File: src/rtl/alu_seq_pkg.sv
// Shared constants and types for the ALU operation sequencer.
// Optional build macro used by the top: ALU_SEQ_DIVZERO_EN.
package alu_seq_pkg;

  localparam int BITS_DEF      = 32;
  localparam int SIG_COUNT_DEF = 12;
  localparam int NUM_OPS       = 12;

  // Opcode value doubles as the index of its bit in the one-hot control word.
  typedef enum logic [3:0] {
    OP_ADD = 4'd0,
    OP_SUB = 4'd1,
    OP_MUL = 4'd2,
    OP_DIV = 4'd3,
    OP_SHR = 4'd4,
    OP_SHL = 4'd5,
    OP_ROR = 4'd6,
    OP_ROL = 4'd7,
    OP_AND = 4'd8,
    OP_OR  = 4'd9,
    OP_NEG = 4'd10,
    OP_NOT = 4'd11
  } alu_op_e;

  typedef enum logic [1:0] {
    ST_IDLE = 2'd0,
    ST_EXEC = 2'd1,
    ST_RESP = 2'd2
  } seq_state_e;

  function automatic logic is_muldiv(input logic [3:0] op);
    return (op == OP_MUL) || (op == OP_DIV);
  endfunction

endpackage

File: src/rtl/alu_op_decode.sv
// Combinational opcode decoder: one-hot ALU control word plus illegal-opcode flag.
module alu_op_decode
  import alu_seq_pkg::*;
#(
  parameter int SIG_COUNT = SIG_COUNT_DEF
) (
  input  logic [3:0]           op,
  output logic [SIG_COUNT-1:0] ctrl,
  output logic                 illegal
);

  assign illegal = (op >= 4'(NUM_OPS));

  generate
    for (genvar gi = 0; gi < SIG_COUNT; gi++) begin : g_bit
      if (gi < NUM_OPS) begin : g_op
        assign ctrl[gi] = (op == 4'(gi));
      end else begin : g_pad
        assign ctrl[gi] = 1'b0;
      end
    end
  endgenerate

endmodule

File: src/rtl/alu_op_sequencer.sv
// Issues one ALU operation at a time, waits its settle time, returns the result.
// Build macro ALU_SEQ_DIVZERO_EN: reject divide-by-zero like an illegal opcode.
module alu_op_sequencer
  import alu_seq_pkg::*;
#(
  parameter int BITS        = BITS_DEF,
  parameter int SIG_COUNT   = SIG_COUNT_DEF,
  parameter int ALU_WAIT    = 1,
  parameter int MULDIV_WAIT = 3
) (
  input  logic                 clk,
  input  logic                 clr,
  input  logic                 req_valid,
  output logic                 req_ready,
  input  logic [3:0]           op,
  input  logic [BITS-1:0]      x,
  input  logic [BITS-1:0]      y,
  output logic [SIG_COUNT-1:0] alu_ctrl,
  output logic [BITS-1:0]      alu_x,
  output logic [BITS-1:0]      alu_y,
  input  logic [2*BITS-1:0]    alu_result,
  output logic                 rsp_valid,
  input  logic                 rsp_ready,
  output logic [BITS-1:0]      hi,
  output logic [BITS-1:0]      lo,
  output logic                 rsp_err
);

  localparam int MAX_WAIT = (ALU_WAIT > MULDIV_WAIT) ? ALU_WAIT : MULDIV_WAIT;
  localparam int CW       = $clog2(MAX_WAIT) + 1;
  // Counter holds remaining cycles minus one, so it hits zero on the capture edge.
  localparam logic [CW-1:0] ALU_LOAD    = CW'(ALU_WAIT - 1);
  localparam logic [CW-1:0] MULDIV_LOAD = CW'(MULDIV_WAIT - 1);

  seq_state_e           state_reg, state_next;
  logic [CW-1:0]        cnt_reg, cnt_next;
  logic [SIG_COUNT-1:0] ctrl_reg, ctrl_next;
  logic                 illegal_reg, illegal_next;
  logic [BITS-1:0]      x_reg, x_next;
  logic [BITS-1:0]      y_reg, y_next;
  logic [BITS-1:0]      hi_reg, hi_next;
  logic [BITS-1:0]      lo_reg, lo_next;
  logic                 err_reg, err_next;

  logic [SIG_COUNT-1:0] dec_ctrl;
  logic                 dec_illegal;
  logic                 reject;

  alu_op_decode #(
    .SIG_COUNT(SIG_COUNT)
  ) u_decode (
    .op     (op),
    .ctrl   (dec_ctrl),
    .illegal(dec_illegal)
  );

`ifdef ALU_SEQ_DIVZERO_EN
  assign reject = dec_illegal || ((op == OP_DIV) && (y == '0));
`else
  assign reject = dec_illegal;
`endif

  always_comb begin
    state_next   = state_reg;
    cnt_next     = cnt_reg;
    ctrl_next    = ctrl_reg;
    illegal_next = illegal_reg;
    x_next       = x_reg;
    y_next       = y_reg;
    hi_next      = hi_reg;
    lo_next      = lo_reg;
    err_next     = err_reg;
    case (state_reg)
      ST_IDLE: begin
        if (req_valid) begin
          x_next       = x;
          y_next       = y;
          ctrl_next    = reject ? '0 : dec_ctrl;
          illegal_next = reject;
          cnt_next     = is_muldiv(op) ? MULDIV_LOAD : ALU_LOAD;
          state_next   = ST_EXEC;
        end
      end
      ST_EXEC: begin
        // Rejected requests pass through EXEC for one cycle with the ALU idle.
        if (illegal_reg) begin
          hi_next    = '0;
          lo_next    = '0;
          err_next   = 1'b1;
          state_next = ST_RESP;
        end else if (cnt_reg == '0) begin
          hi_next    = alu_result[2*BITS-1:BITS];
          lo_next    = alu_result[BITS-1:0];
          err_next   = 1'b0;
          state_next = ST_RESP;
        end else begin
          cnt_next = cnt_reg - 1'b1;
        end
      end
      ST_RESP: begin
        if (rsp_ready) begin
          state_next = ST_IDLE;
        end
      end
      default: state_next = ST_IDLE;
    endcase
  end

  always_ff @(posedge clk) begin
    if (!clr) begin
      state_reg   <= ST_IDLE;
      cnt_reg     <= '0;
      ctrl_reg    <= '0;
      illegal_reg <= 1'b0;
      x_reg       <= '0;
      y_reg       <= '0;
      hi_reg      <= '0;
      lo_reg      <= '0;
      err_reg     <= 1'b0;
    end else begin
      state_reg   <= state_next;
      cnt_reg     <= cnt_next;
      ctrl_reg    <= ctrl_next;
      illegal_reg <= illegal_next;
      x_reg       <= x_next;
      y_reg       <= y_next;
      hi_reg      <= hi_next;
      lo_reg      <= lo_next;
      err_reg     <= err_next;
    end
  end

  assign req_ready = (state_reg == ST_IDLE);
  assign rsp_valid = (state_reg == ST_RESP);
  assign alu_ctrl  = (state_reg == ST_EXEC) ? ctrl_reg : '0;
  assign alu_x     = x_reg;
  assign alu_y     = y_reg;
  assign hi        = hi_reg;
  assign lo        = lo_reg;
  assign rsp_err   = err_reg;

endmodule

File: config.mk
export PLATFORM = sky130hd
export DESIGN_NAME = alu_op_sequencer
export DESIGN_NICKNAME = d
export VERILOG_FILES = /design/src/rtl/alu_seq_pkg.sv /design/src/rtl/alu_op_decode.sv /design/src/rtl/alu_op_sequencer.sv
export SDC_FILE = /design/constraint.sdc
export NUM_CORES = 1
export LEC_CHECK = 0
export CORE_MARGIN = 10
export CORE_UTILIZATION = 41
export DETAILED_ROUTE_END_ITERATION = 8
export HOLD_SLACK_MARGIN = 0.15
export PLACE_DENSITY = 0.79
export SYNTH_ARGS = -nofsm -noshare
export SYNTH_HDL_FRONTEND = slang
export SYNTH_SLANG_ARGS = --single-unit
File: constraint.sdc
create_clock -name clk -period 2.05 [get_ports clk]
set_input_delay 0.205 -clock clk [delete_from_list [all_inputs] [get_ports clk]]
set_output_delay 0.205 -clock clk [all_outputs]
set_load 0.02 [all_outputs]
Yosys cells after proc, flatten, opt, wreduce, memory -nomap -nowiden
Cells that the tools add are included.

Flip-flop bits (word level): 147. Output and inout bits: 143.

Add/subtract/negate cells: 1. Order comparisons: 1. Equality and inequality tests: 18. Multiplexer cells: 18. Reductions and logical operators: 10.

Operators with widths (number): 32-bit two-way mux (4); 12-bit two-way mux (2); 4-bit by 3-bit equality test with 1-bit output, second input constant (4); 4-bit equality test, second input constant (4); 2-bit two-way mux (5); 3-bit two-way mux (3); 4-bit by 2-bit equality test with 1-bit output, second input constant (2); 2-bit != test, second input constant (3); 2-bit one-hot mux with 3 select lines (1); 3-bit one-hot mux with 2 select lines (1); 4-bit by 1-bit equality test with 1-bit output, second input constant (1); 4-bit greater-or-equal comparator, second input constant (1); 4-bit logical NOT (1); 2-bit AND reduction (2); 4-bit AND reduction (1); 2-bit nonzero test (2); 3-bit logical NOT (1); 3-bit != test, second input constant (1); 3-bit AND reduction (1); 3-bit by 1-bit subtractor with 3-bit output, second input constant (1); 2-bit by 1-bit equality test with 1-bit output, second input constant (1); 2-bit equality test, second input constant (1); 2-bit logical NOT (1); 1-bit two-way mux (2); other kinds (2) (2).

Depth between registers and ports, before layout
Gate-level depths: netlist of run 1.

Depth in word-level cells: 5. Mapped depth: 8. Depth with buffers taken out: 6.

Cells and area by module
Synthesis of run 1 repeated with hierarchy kept, for this count alone.

Cells, all modules: 701. Area, all modules: 6364.9 µm².

Modules (own cells, without submodules): alu_op_sequencer (times used 1, cells each 684, area each 6113.4 µm²); alu_op_decode (times used 1, cells each 17, area each 251.5 µm²).

Worst setup path before layout of run 1
No wires, ideal clock.

Path kind: reg2reg. Start point: register cnt_reg[0]. End point: register cnt_reg[2]. Arrival: 1664 ps. Path slack: 316 ps. Cell stages (with the launch flop): 7. Buffers on the path: 0. Period minus slack after synthesis: 1734 ps. Cell sequence: dfxtp_1 -> inv_1 -> ha_1 -> ha_1 -> or4b_1 -> a211o_1 -> a21oi_1.

Word-level cells in the longest chain between the ends: 4. Elaborated cells on any way between the ends: 7.

Ends and longest elaborated chain: start, declared (line alu_op_sequencer.sv:36) `logic [CW-1:0] cnt_reg, cnt_next;`; start signal, assigned (line alu_op_sequencer.sv:122) `cnt_reg <= cnt_next;`; 3-bit by 1-bit subtractor with 3-bit output (line alu_op_sequencer.sv:97) `cnt_next = cnt_reg - 1'b1;`; 3-bit two-way mux (line alu_op_sequencer.sv:91) `end else if (cnt_reg == '0) begin`; 3-bit two-way mux (line alu_op_sequencer.sv:86) `if (illegal_reg) begin`; 3-bit one-hot mux with 2 select lines (line alu_op_sequencer.sv:73) `case (state_reg)`.

Several ways; a longest one is shown, not always the timed one. The select of a mux whose other input is x is not followed. A chain may end at the register's enable or synchronous reset.

Final worst setup path of run 1
Ends and elaborated chain as after synthesis.

==> results of run 1 <==
-- kinds of logic after synthesis --
family / after synthesis / share of synthesized area (%)
and+or+nand+nor: 252 / 23.9
AOI/OAI and AO/OA: 214 / 19.0
DFF: 147 / 51.6
buffers and inverters: 74 / 5.05
adders and majority gates: 2 / 0.439
-- synthesized netlist by cell type --
cell type  number  area [um^2]
clkbuf_1       60          225
a211o_1         1         8.76
or3b_2          1         8.76
inv_1           4         15.0
dfxtp_1       147         2940
nand3_1        13         65.1
and2_1         12         75.1
buf_2           8         40.0
nand2_1       142          533
o21ai_0        65          325
or4b_1          1         10.0
nor3b_2         1         12.5
ha_1            2         25.0
nand4b_1       64          561
a21oi_1       145          726
nand2b_1        2         12.5
a221oi_1        1         8.76
o21a_1          1         7.51
nand4_1         3         18.8
a32oi_1         1         8.76
nor2_1          6         22.5
buf_1           2         7.51
nor2b_1         7         43.8
-- stage by stage --
step / total power [mW] / worst slack, ps
floorplan: 3.99 / 316
global placement: 4.90 / 241
detailed placement: 4.91 / 187
CTS: 7.92 / 6.64
global route: 8.18 / 61.5
finish: 7.86 / 131
-- placed cells by master, fill, tap and decap left out, types with 6 or more instances in the layout --
master	count
clkdlybuf4s50_1	265
a21oi_1	145
dfxtp_1	145
nand2_1	142
o21ai_0	65
nand4b_1	64
clkbuf_16	17
nand3_1	13
buf_4	13
and2_1	12
buf_12	9
dlygate4sd2_1	8
nor2b_1	6
-- critical path, stage by stage (launching register included) --
cell and delay [ps]:
dfxtp_1 350, inv_1 70, ha_1 200, ha_2 210, or4b_1 560, a211o_1 330
a21oi_1 130
-- metal layers --
layer,share of wire [%],vias to the layer above,GRT usage (%)
met4,0.95,0,5.56
met3,14,13,12.5
met1,40,2784,23.4
met5,0,-,0
li1,-,2891,-
met2,46,233,32.6
-- final timing paths --
check	slack [ps]	end	startpoint
worst max-delay path	130	cnt_reg[2]$_SDFFE_PN0P_	cnt_reg[0]$_SDFFE_PN0P_
worst min-delay path	340	alu_x[19]$_SDFFE_PN0P_	x[19]
worst max register to register	130	cnt_reg[2]$_SDFFE_PN0P_	cnt_reg[0]$_SDFFE_PN0P_
worst min register to register	440	ctrl_reg[3]$_SDFFE_PN0P_	ctrl_reg[3]$_SDFFE_PN0P_
-- report_power, final --
part	total [mW]	leakage (nW)	internal (mW)	switching (mW)
sequential	3.14	1.20	3.05	0.0936
clock	3.00	0.275	1.84	1.16
combinational	1.72	1.89	0.803	0.917
total	7.86	3.37	5.69	2.17
-- what timing repair did --
action | 4_1_cts | 5_1_grt
cloned | 1 | 0
setup endpoints to repair | 13 | 5
resized for setup | 11 | 5
setup buffers | 2 | 0
-- final cells by class --
class / count / area [um^2]
clock buffer: 21 / 460
clock inverter: 9 / 108
fill: 1144 / 4440
inverter: 4 / 17.5
multi-input combinational: 469 / 2510
sequential: 147 / 2950
tap: 180 / 225
timing repair buffer: 300 / 3060
==> metrics.cfg, run 1 <==
[route]
drc=0
wl_um=21100
drt_pass1_iterations=9
num_vias=5921
viasPerCell=5.24
drt_iter0_drc=291
postRouteAntennaNets=0
wl_per_cell_um=18.6

[sta]
rsz0062_at_grt=false
worst_slew_pin_slew_ps=489
hold_violations=0
clock.fmax_ghz=0.521
finalSetupViolations=0
finalCritPeriodShare_pct=93.6
setup_tns_ps=0
skew_ps=5.51
slew-limit-headroom_pct=67.4
slew_viol_final=0
worst_hold_slack_ps=337
min_period_ps=1920

[yosys]
synth.distinct_cells=23
netlist_area_um2=5700
yosys_warnings=0
synth_nets=827
syn_area_per_cell_um2=8.28
synthCells=689
yosysSeqAreaShare_pct=51.6
synth-seq-cells=147

[cells_and_area]
nets=1077
syn_to_final_growth_pct=63.6
final_util_pct=67.8
layout-drive-gt1-share_pct=6.32
antenna_cells=0
final_cells=1130
fin_area_um2=9330

[clock_tree]
cts_hold_buffers=0
cts.sinks=147
cts_tree=yes
clkSlewWorstSetupHoldPaths_ps=60
numCtsBuffers=17
insertion_delay_ps=410
cts-root-buf=clkbuf_16
htreeDepth=4
clk_path_buf_depth=2

[pwr]
leakage_nw=3.37
vdd_drop_max_uv=479
power.density_nw_per_um2=843

[worst_setup_path]
worst_ep_arrival_time_ps=2260
worstPathRequired_ps=2390
critPathLaunchType=flop
criticalPathCategory=reg -> reg
reg2reg_depth=6
critical_path.max_fanout=4
crit_path_end_kind=flop

[place]
place_inst=1097
routabilityCongestion=0.799
placedInstanceArea_um2=8730
dpl.hpwl_um=14500
port_buffers=278

[min_path]
hp-class=in -> reg
hold_path_depth=3

[floorplanning]
ios=279
initial_core_util_pct=41.4
die_w_um=138
die_y_um=138
dieArea_um2=19000
fp-row-count=43
core_um2=13800

[status]
status=completed

[global_routing]
grt_usage_pct=20.8
grt_antenna_before_repair=0
grt_pass1_wl_um=31100
grt_max_degree=67
grt_pass1_vias=5762
grt-ovfl-total=0

[flow_run]
cap_viol_max_count=0

(Power assumes the default switching activity.)
==> run 2, diff against run 1 <==
--- a/config.mk
+++ b/config.mk
@@ -5,6 +5,7 @@
 export SDC_FILE = /design/constraint.sdc
 export NUM_CORES = 1
 export LEC_CHECK = 0
+export CORE_ASPECT_RATIO = 0.8
 export CORE_MARGIN = 10
 export CORE_UTILIZATION = 41
 export DETAILED_ROUTE_END_ITERATION = 8
==> run 2 against run 1 <==
Effect of this change: power fell by 2.2%; clock skew rose by 4.7 ps; via count rose by 0.69%; cell count barely moved; hold slack improved by 4.8 ps; sequential power barely moved; sequential share of layout area rose by 0.084 points; utilization rose by 0.66 points; critical endpoint is now req_ready.
==> metrics.cfg, run 2 (same netlist as run 1, synthesis figures left out) <==
[status]
status=completed  ; unchanged

[sta]
slew-limit-headroom_pct=54.9  ; was 67.4%
min_period_ps=1860  ; was 1920 ps
hold_violations=0  ; unchanged
clock.fmax_ghz=0.537  ; was 0.521 GHz
finalCritPeriodShare_pct=90.9  ; was 93.6%
finalSetupViolations=0  ; unchanged
worst_slew_pin_slew_ps=677  ; was 489 ps
skew_ps=10.2  ; was 5.51 ps
worst_hold_slack_ps=342  ; was 337 ps
setup_tns_ps=0  ; unchanged
slew_viol_final=0  ; unchanged
rsz0062_at_grt=false  ; unchanged

[place]
placedInstanceArea_um2=8700  ; was 8730 um^2
routabilityCongestion=0.826  ; was 0.799
port_buffers=278  ; unchanged
dpl.hpwl_um=14600  ; was 14500 um

[floorplanning]
ios=279  ; unchanged
initial_core_util_pct=41.9  ; was 41.4%
core_um2=13600  ; was 13800 um^2
die_y_um=125  ; was 138 um
dieArea_um2=19100  ; was 19000 um^2
die_w_um=152  ; was 138 um
fp-row-count=38  ; was 43

[route]
num_vias=5962  ; was 5921
viasPerCell=5.27  ; was 5.24
wl_met2_um=10000  ; was 9630 um
wl_met1_um=8450  ; was 8320 um
wl_per_cell_um=18.4  ; was 18.6 um
drc=0  ; unchanged
route.top_layer_used=met4  ; unchanged
drt_iter0_drc=320  ; was 291
wl_um=20800  ; was 21100 um
wl_met3_um=2130  ; was 2910 um
postRouteAntennaNets=0  ; unchanged
drt_pass1_iterations=5  ; was 9

[clock_tree]
clkSlewWorstSetupHoldPaths_ps=60  ; about the same
clk_path_buf_depth=2  ; unchanged
htreeDepth=4  ; unchanged
cts.sinks=147  ; unchanged
insertion_delay_ps=410  ; about the same
cts_tree=yes  ; unchanged
cts-root-buf=clkbuf_16  ; unchanged
cts_hold_buffers=0  ; unchanged
numCtsBuffers=17  ; unchanged

[min_path]
hold_path_depth=3  ; unchanged
min_to=alu_y[30]$_SDFFE_PN0P_  ; was alu_x[19]$_SDFFE_PN0P_
hold_path.startpoint=y[30]  ; was x[19]
hp-class=in -> reg  ; unchanged

[worst_setup_path]
cpMaxStageDelayCell=clkdlybuf4s50_1  ; was or4b_1
crit_family=buffers and inverters  ; was simple AND/OR/NAND/NOR gates
criticalPathCategory=reg -> out  ; was reg -> reg
r2r_slack_ps=190  ; was 130 ps
critPathLaunchType=flop  ; unchanged
crit_chain=buf_4, nor2_1, clkdlybuf4s50_1  ; was inv_1, ha_1, ha_2, or4b_1, a211o_1, a21oi_1
reg2reg_depth=6  ; unchanged
crit_path_end_kind=output port  ; was flop
worstPathRequired_ps=1850  ; was 2390 ps
max_stage_delay_ps=650  ; was 560 ps
critical_path.max_fanout=6  ; was 4
critPathBufInv=2  ; was 1
r2r-start=cnt_reg[0]$_SDFFE_PN0P_  ; unchanged
timing.rr.end=cnt_reg[2]$_SDFFE_PN0P_  ; unchanged
worst_ep_arrival_time_ps=1660  ; was 2260 ps

[cells_and_area]
syn_to_final_growth_pct=63.1  ; was 63.6%
mostFrequentLayoutCells=clkdlybuf4s50_1 (265), dfxtp_1 (146), a21oi_1 (145)  ; was clkdlybuf4s50_1 (265), a21oi_1 (145), dfxtp_1 (145)
antenna_cells=0  ; unchanged
layout_commonest_cell=clkdlybuf4s50_1  ; unchanged
final_util_pct=68.4  ; was 67.8%
nets=1078  ; was 1077
layout-drive-gt1-share_pct=6.31  ; was 6.32%
fin_area_um2=9300  ; was 9330 um^2
fillers=1142  ; was 1144

[global_routing]
grt-ovfl-total=0  ; unchanged
grt_pass1_vias=5911  ; was 5762
grt_antenna_before_repair=0  ; unchanged
grt_max_degree=67  ; unchanged
grt_usage_pct=20.4  ; was 20.8%
grt_pass1_wl_um=32500  ; was 31100 um

[pwr]
power.density_nw_per_um2=826  ; was 843 nW/um^2
vdd_drop_max_uv=649  ; was 479 uV
leakage_nw=3.46  ; was 3.37 nW

[flow_run]
cap_viol_max_count=0  ; unchanged

-- run 2: final cells by class --
| cell class | count | area [um^2] | share of cell area, % |
|---|---|---|---|
| Tap cell | 180 | 225 | 2.42 |
| Clock buffer | 20 | 447 | 4.80 |
| Inverter | 4 | 17.5 | 0.188 |
| Multi-Input combinational cell | 468 | 2500 | 26.9 |
| Clock inverter | 10 | 87.6 | 0.941 |
| Sequential cell | 147 | 2940 | 31.6 |
| Timing Repair Buffer | 302 | 3080 | 33.1 |
-- run 2: report_power, final --
part | total (mW) | leakage, nW | switching, mW | internal, mW
Clock | 2.86 | 0.261 | 1.18 | 1.68
Combinational | 1.70 | 2.00 | 0.915 | 0.784
Sequential | 3.13 | 1.20 | 0.0866 | 3.04
-- run 2: timing repair --
| action | CTS | global route |
|---|---|---|
| setup buffers | 3 | 0 |
| endpoints found under the setup margin | 12 | 13 |
| gates resized for setup | 0 | 13 |
-- run 2: through the flow --
stage	total power, mW	setup WS [ps]	std cells
after floorplan	3.99	316	689
after global placement	4.86	212	1098
after detailed placement	4.88	179	1098
after CTS	7.75	37.3	1131
after global routing	7.99	99.9	1131
final	7.69	186	1131
-- run 2: per-layer routing --
layer / vias to the layer above / GRT usage, %
met1: 2828 / 23.6
met2: 228 / 33.6
met3: 16 / 9.80
met5: - / 0
li1: 2890 / -
met4: 0 / 4.69
-- run 2: worst register-to-register path: cells and delay by family (launching register included) --
family,cells,cell delay [ps]
and+or+nand+nor,1,540
AOI/OAI and AO/OA,2,470
adders and majority gates,2,400
DFF,1,330
buffers and inverters,1,60
-- run 2: worst max-delay path by stage --
| stage | startpoint | end | slack, ps | cells past startpoint |
|---|---|---|---|---|
| floorplan | cnt_reg[0]$_SDFFE_PN0P_ | cnt_reg[2]$_SDFFE_PN0P_ | 320 | 6 |
| global placement | req_valid | alu_x[18]$_SDFFE_PN0P_ | 210 | 5 |
| detailed placement | req_valid | alu_x[11]$_SDFFE_PN0P_ | 180 | 5 |
| CTS | state_reg[1]$_SDFFE_PN0P_ | rsp_valid | 40 | 3 |
| global route | cnt_reg[0]$_SDFFE_PN0P_ | cnt_reg[2]$_SDFFE_PN0P_ | 100 | 6 |
| finish | state_reg[1]$_SDFFE_PN0P_ | req_ready | 190 | 3 |
==> run 3, diff against run 2 <==
--- a/config.mk
+++ b/config.mk
@@ -10,7 +10,7 @@
 export CORE_UTILIZATION = 41
 export DETAILED_ROUTE_END_ITERATION = 8
 export HOLD_SLACK_MARGIN = 0.15
-export PLACE_DENSITY = 0.79
+export PLACE_DENSITY = 0.81
 export SYNTH_ARGS = -nofsm -noshare
 export SYNTH_HDL_FRONTEND = slang
 export SYNTH_SLANG_ARGS = --single-unit
==> run 3 against run 2 <==
Effect of this change: setup slack worse by 9.8 ps; critical endpoint is now rsp_valid; maximum frequency is 0.52% lower; wire length shrank 1.5%; largest power group is now the clock network; power increased by 3.6%; sequential power about the same; die area stayed put; count of clock-buffer cells in the layout unchanged.
==> metrics.cfg, run 3 (same netlist as run 1, synthesis figures left out) <==
[status]
status=completed  ; unchanged

[place]
place_inst=1090  ; was 1098
placedInstanceArea_um2=8660  ; was 8700 um^2
routabilityCongestion=0.811  ; was 0.826
port_buffers=278  ; unchanged
dpl.hpwl_um=14100  ; was 14600 um

[floorplanning]
die_w_um=152  ; unchanged
die_y_um=125  ; unchanged
core_um2=13600  ; unchanged
dieArea_um2=19100  ; unchanged
initial_core_util_pct=41.9  ; unchanged
ios=279  ; unchanged
fp-row-count=38  ; unchanged

[route]
wl_um=20500  ; was 20800 um
num_vias=5908  ; was 5962
drc=0  ; unchanged
postRouteAntennaNets=0  ; unchanged
drt_iter0_drc=396  ; was 320
viasPerCell=5.26  ; was 5.27
wl_per_cell_um=18.2  ; was 18.4 um
drt_pass1_iterations=5  ; unchanged

[clock_tree]
cts.sinks=147  ; unchanged
cts-root-buf=clkbuf_16  ; unchanged
insertion_delay_ps=410  ; about the same
clkSlewWorstSetupHoldPaths_ps=60  ; about the same
cts_tree=yes  ; unchanged
clk_path_buf_depth=2  ; unchanged
numCtsBuffers=17  ; unchanged
htreeDepth=4  ; unchanged

[worst_setup_path]
critPathLaunchType=flop  ; unchanged
worstPathRequired_ps=1850  ; about the same
timing.rr.end=cnt_reg[2]$_SDFFE_PN0P_  ; unchanged
r2r_slack_ps=210  ; was 190 ps
max_stage_delay_ps=640  ; was 650 ps
crit_family=buffers and inverters  ; unchanged
criticalPathCategory=reg -> out  ; unchanged
crit_chain=nor2b_1, clkdlybuf4s50_1  ; was buf_4, nor2_1, clkdlybuf4s50_1
r2r-start=cnt_reg[0]$_SDFFE_PN0P_  ; unchanged
cpMaxStageDelayCell=clkdlybuf4s50_1  ; unchanged
crit_path_end_kind=output port  ; unchanged
worst_ep_arrival_time_ps=1670  ; was 1660 ps
reg2reg_depth=6  ; unchanged
critPathBufInv=1  ; was 2
critical_path.max_fanout=7  ; was 6

[cells_and_area]
nets=1069  ; was 1078
antenna_cells=0  ; unchanged
layout-drive-gt1-share_pct=5.51  ; was 6.31%
mostFrequentLayoutCells=clkdlybuf4s50_1 (266), dfxtp_1 (146), a21oi_1 (145)  ; was clkdlybuf4s50_1 (265), dfxtp_1 (146), a21oi_1 (145)
syn_to_final_growth_pct=62.5  ; was 63.1%
layout_commonest_cell=clkdlybuf4s50_1  ; unchanged
fin_area_um2=9270  ; was 9300 um^2
final_cells=1124  ; was 1131

[global_routing]
grt_pass1_vias=5739  ; was 5911
grt_max_degree=81  ; was 67
grt_pass1_wl_um=32200  ; was 32500 um
grt_antenna_before_repair=0  ; unchanged
grt-ovfl-total=0  ; unchanged
grt_usage_pct=20.3  ; was 20.4%

[pwr]
power.density_nw_per_um2=859  ; was 826 nW/um^2
switchingPower_mw=2.23  ; was 2.18 mW
vdd_drop_max_uv=589  ; was 649 uV
p_int_mw=5.74  ; was 5.51 mW
seqPwrFrac_pct=39.4  ; was 40.7%
leakage_nw=3.26  ; was 3.46 nW
p_total_mw=7.97  ; was 7.69 mW
pwr-share-comb_pct=21.2  ; was 22.1%
sw_frac_of_total_pct=28.0  ; was 28.3%
p_clk_share_pct=39.5  ; was 37.2%

[flow_run]
cap_viol_max_count=0  ; unchanged

[min_path]
hold_path.startpoint=y[15]  ; was y[30]
hp-class=in -> reg  ; unchanged
min_to=alu_y[15]$_SDFFE_PN0P_  ; was alu_y[30]$_SDFFE_PN0P_
hold_path_depth=3  ; unchanged

[sta]
worst_slew_pin_slew_ps=703  ; was 677 ps
finalSetupViolations=0  ; unchanged
skew_ps=12.0  ; was 10.2 ps
finalCritPeriodShare_pct=91.4  ; was 90.9%
setup_tns_ps=0  ; unchanged
min_period_ps=1870  ; was 1860 ps
rsz0062_at_grt=false  ; unchanged
clock.fmax_ghz=0.534  ; was 0.537 GHz
slew_viol_final=0  ; unchanged
slew-limit-headroom_pct=53.2  ; was 54.9%
hold_violations=0  ; unchanged

## run 3: worst max path at each step
stage / startpoint / end / slack [ps] / cells after the start
finish: state_reg[1]$_SDFFE_PN0P_ / rsp_valid / 180 / 2
global route: state_reg[1]$_SDFFE_PN0P_ / rsp_valid / 100 / 2
CTS: state_reg[1]$_SDFFE_PN0P_ / rsp_valid / 30 / 2
detailed placement: req_valid / ctrl_reg[1]$_SDFFE_PN0P_ / 240 / 5
global placement: req_valid / alu_y[15]$_SDFFE_PN0P_ / 250 / 5
floorplan: cnt_reg[0]$_SDFFE_PN0P_ / cnt_reg[2]$_SDFFE_PN0P_ / 320 / 6
## run 3: area by class of cell
class	instances	area, um^2
clock buffer	20	437
clock inverter	12	154
fill	1127	4330
inverter	4	17.5
multi-input combinational	468	2500
sequential	147	2940
tap	180	225
timing repair buffer	293	2990
## run 3: worst register-to-register path, delay by kind of cell, from the launching register on
kind	cells	cell delay, ps
fa+ha+maj	2	380
buf+inv	1	60
compound gates	2	460
simple gates	1	540
flops	1	330
## run 3: timing repair
item,4_1_cts,5_1_grt
endpoints found under the setup margin,12,1
gates resized for setup,12,1
hold buffers,0,0
setup buffers,2,0
## run 3: per-stage QoR
step	hold slack (ps)	setup WS, ps	util [%]
after floorplan	323	316	-
after global placement	435	248	63.7
after detailed placement	441	238	63.7
after CTS	322	33.1	68.2
after global routing	324	104	68.2
final	341	177	68.2
## run 3: power groups by stage
stage | sequential [mW] | clock (mW) | combinational (mW)
final | 3.13 | 3.15 | 1.68
after global routing | 3.16 | 3.33 | 1.81
after CTS | 3.13 | 3.22 | 1.69
after detailed placement | 3.20 | 0 | 1.67
after global placement | 3.19 | 0 | 1.66
after floorplan | 3.40 | 0 | 0.590
## run 3: routing by layer
metal  routed length, um  GRT usage (%)  part of all wire, %  vias to the layer above
li1                    -              -                    -                     2875
met1                8220           23.9                   40                     2767
met2                9730           32.2                   47                      250
met3                2320           10.1                   11                       16
met4                 235           5.48                  1.1                        0
met5                   0              0                    0                        -
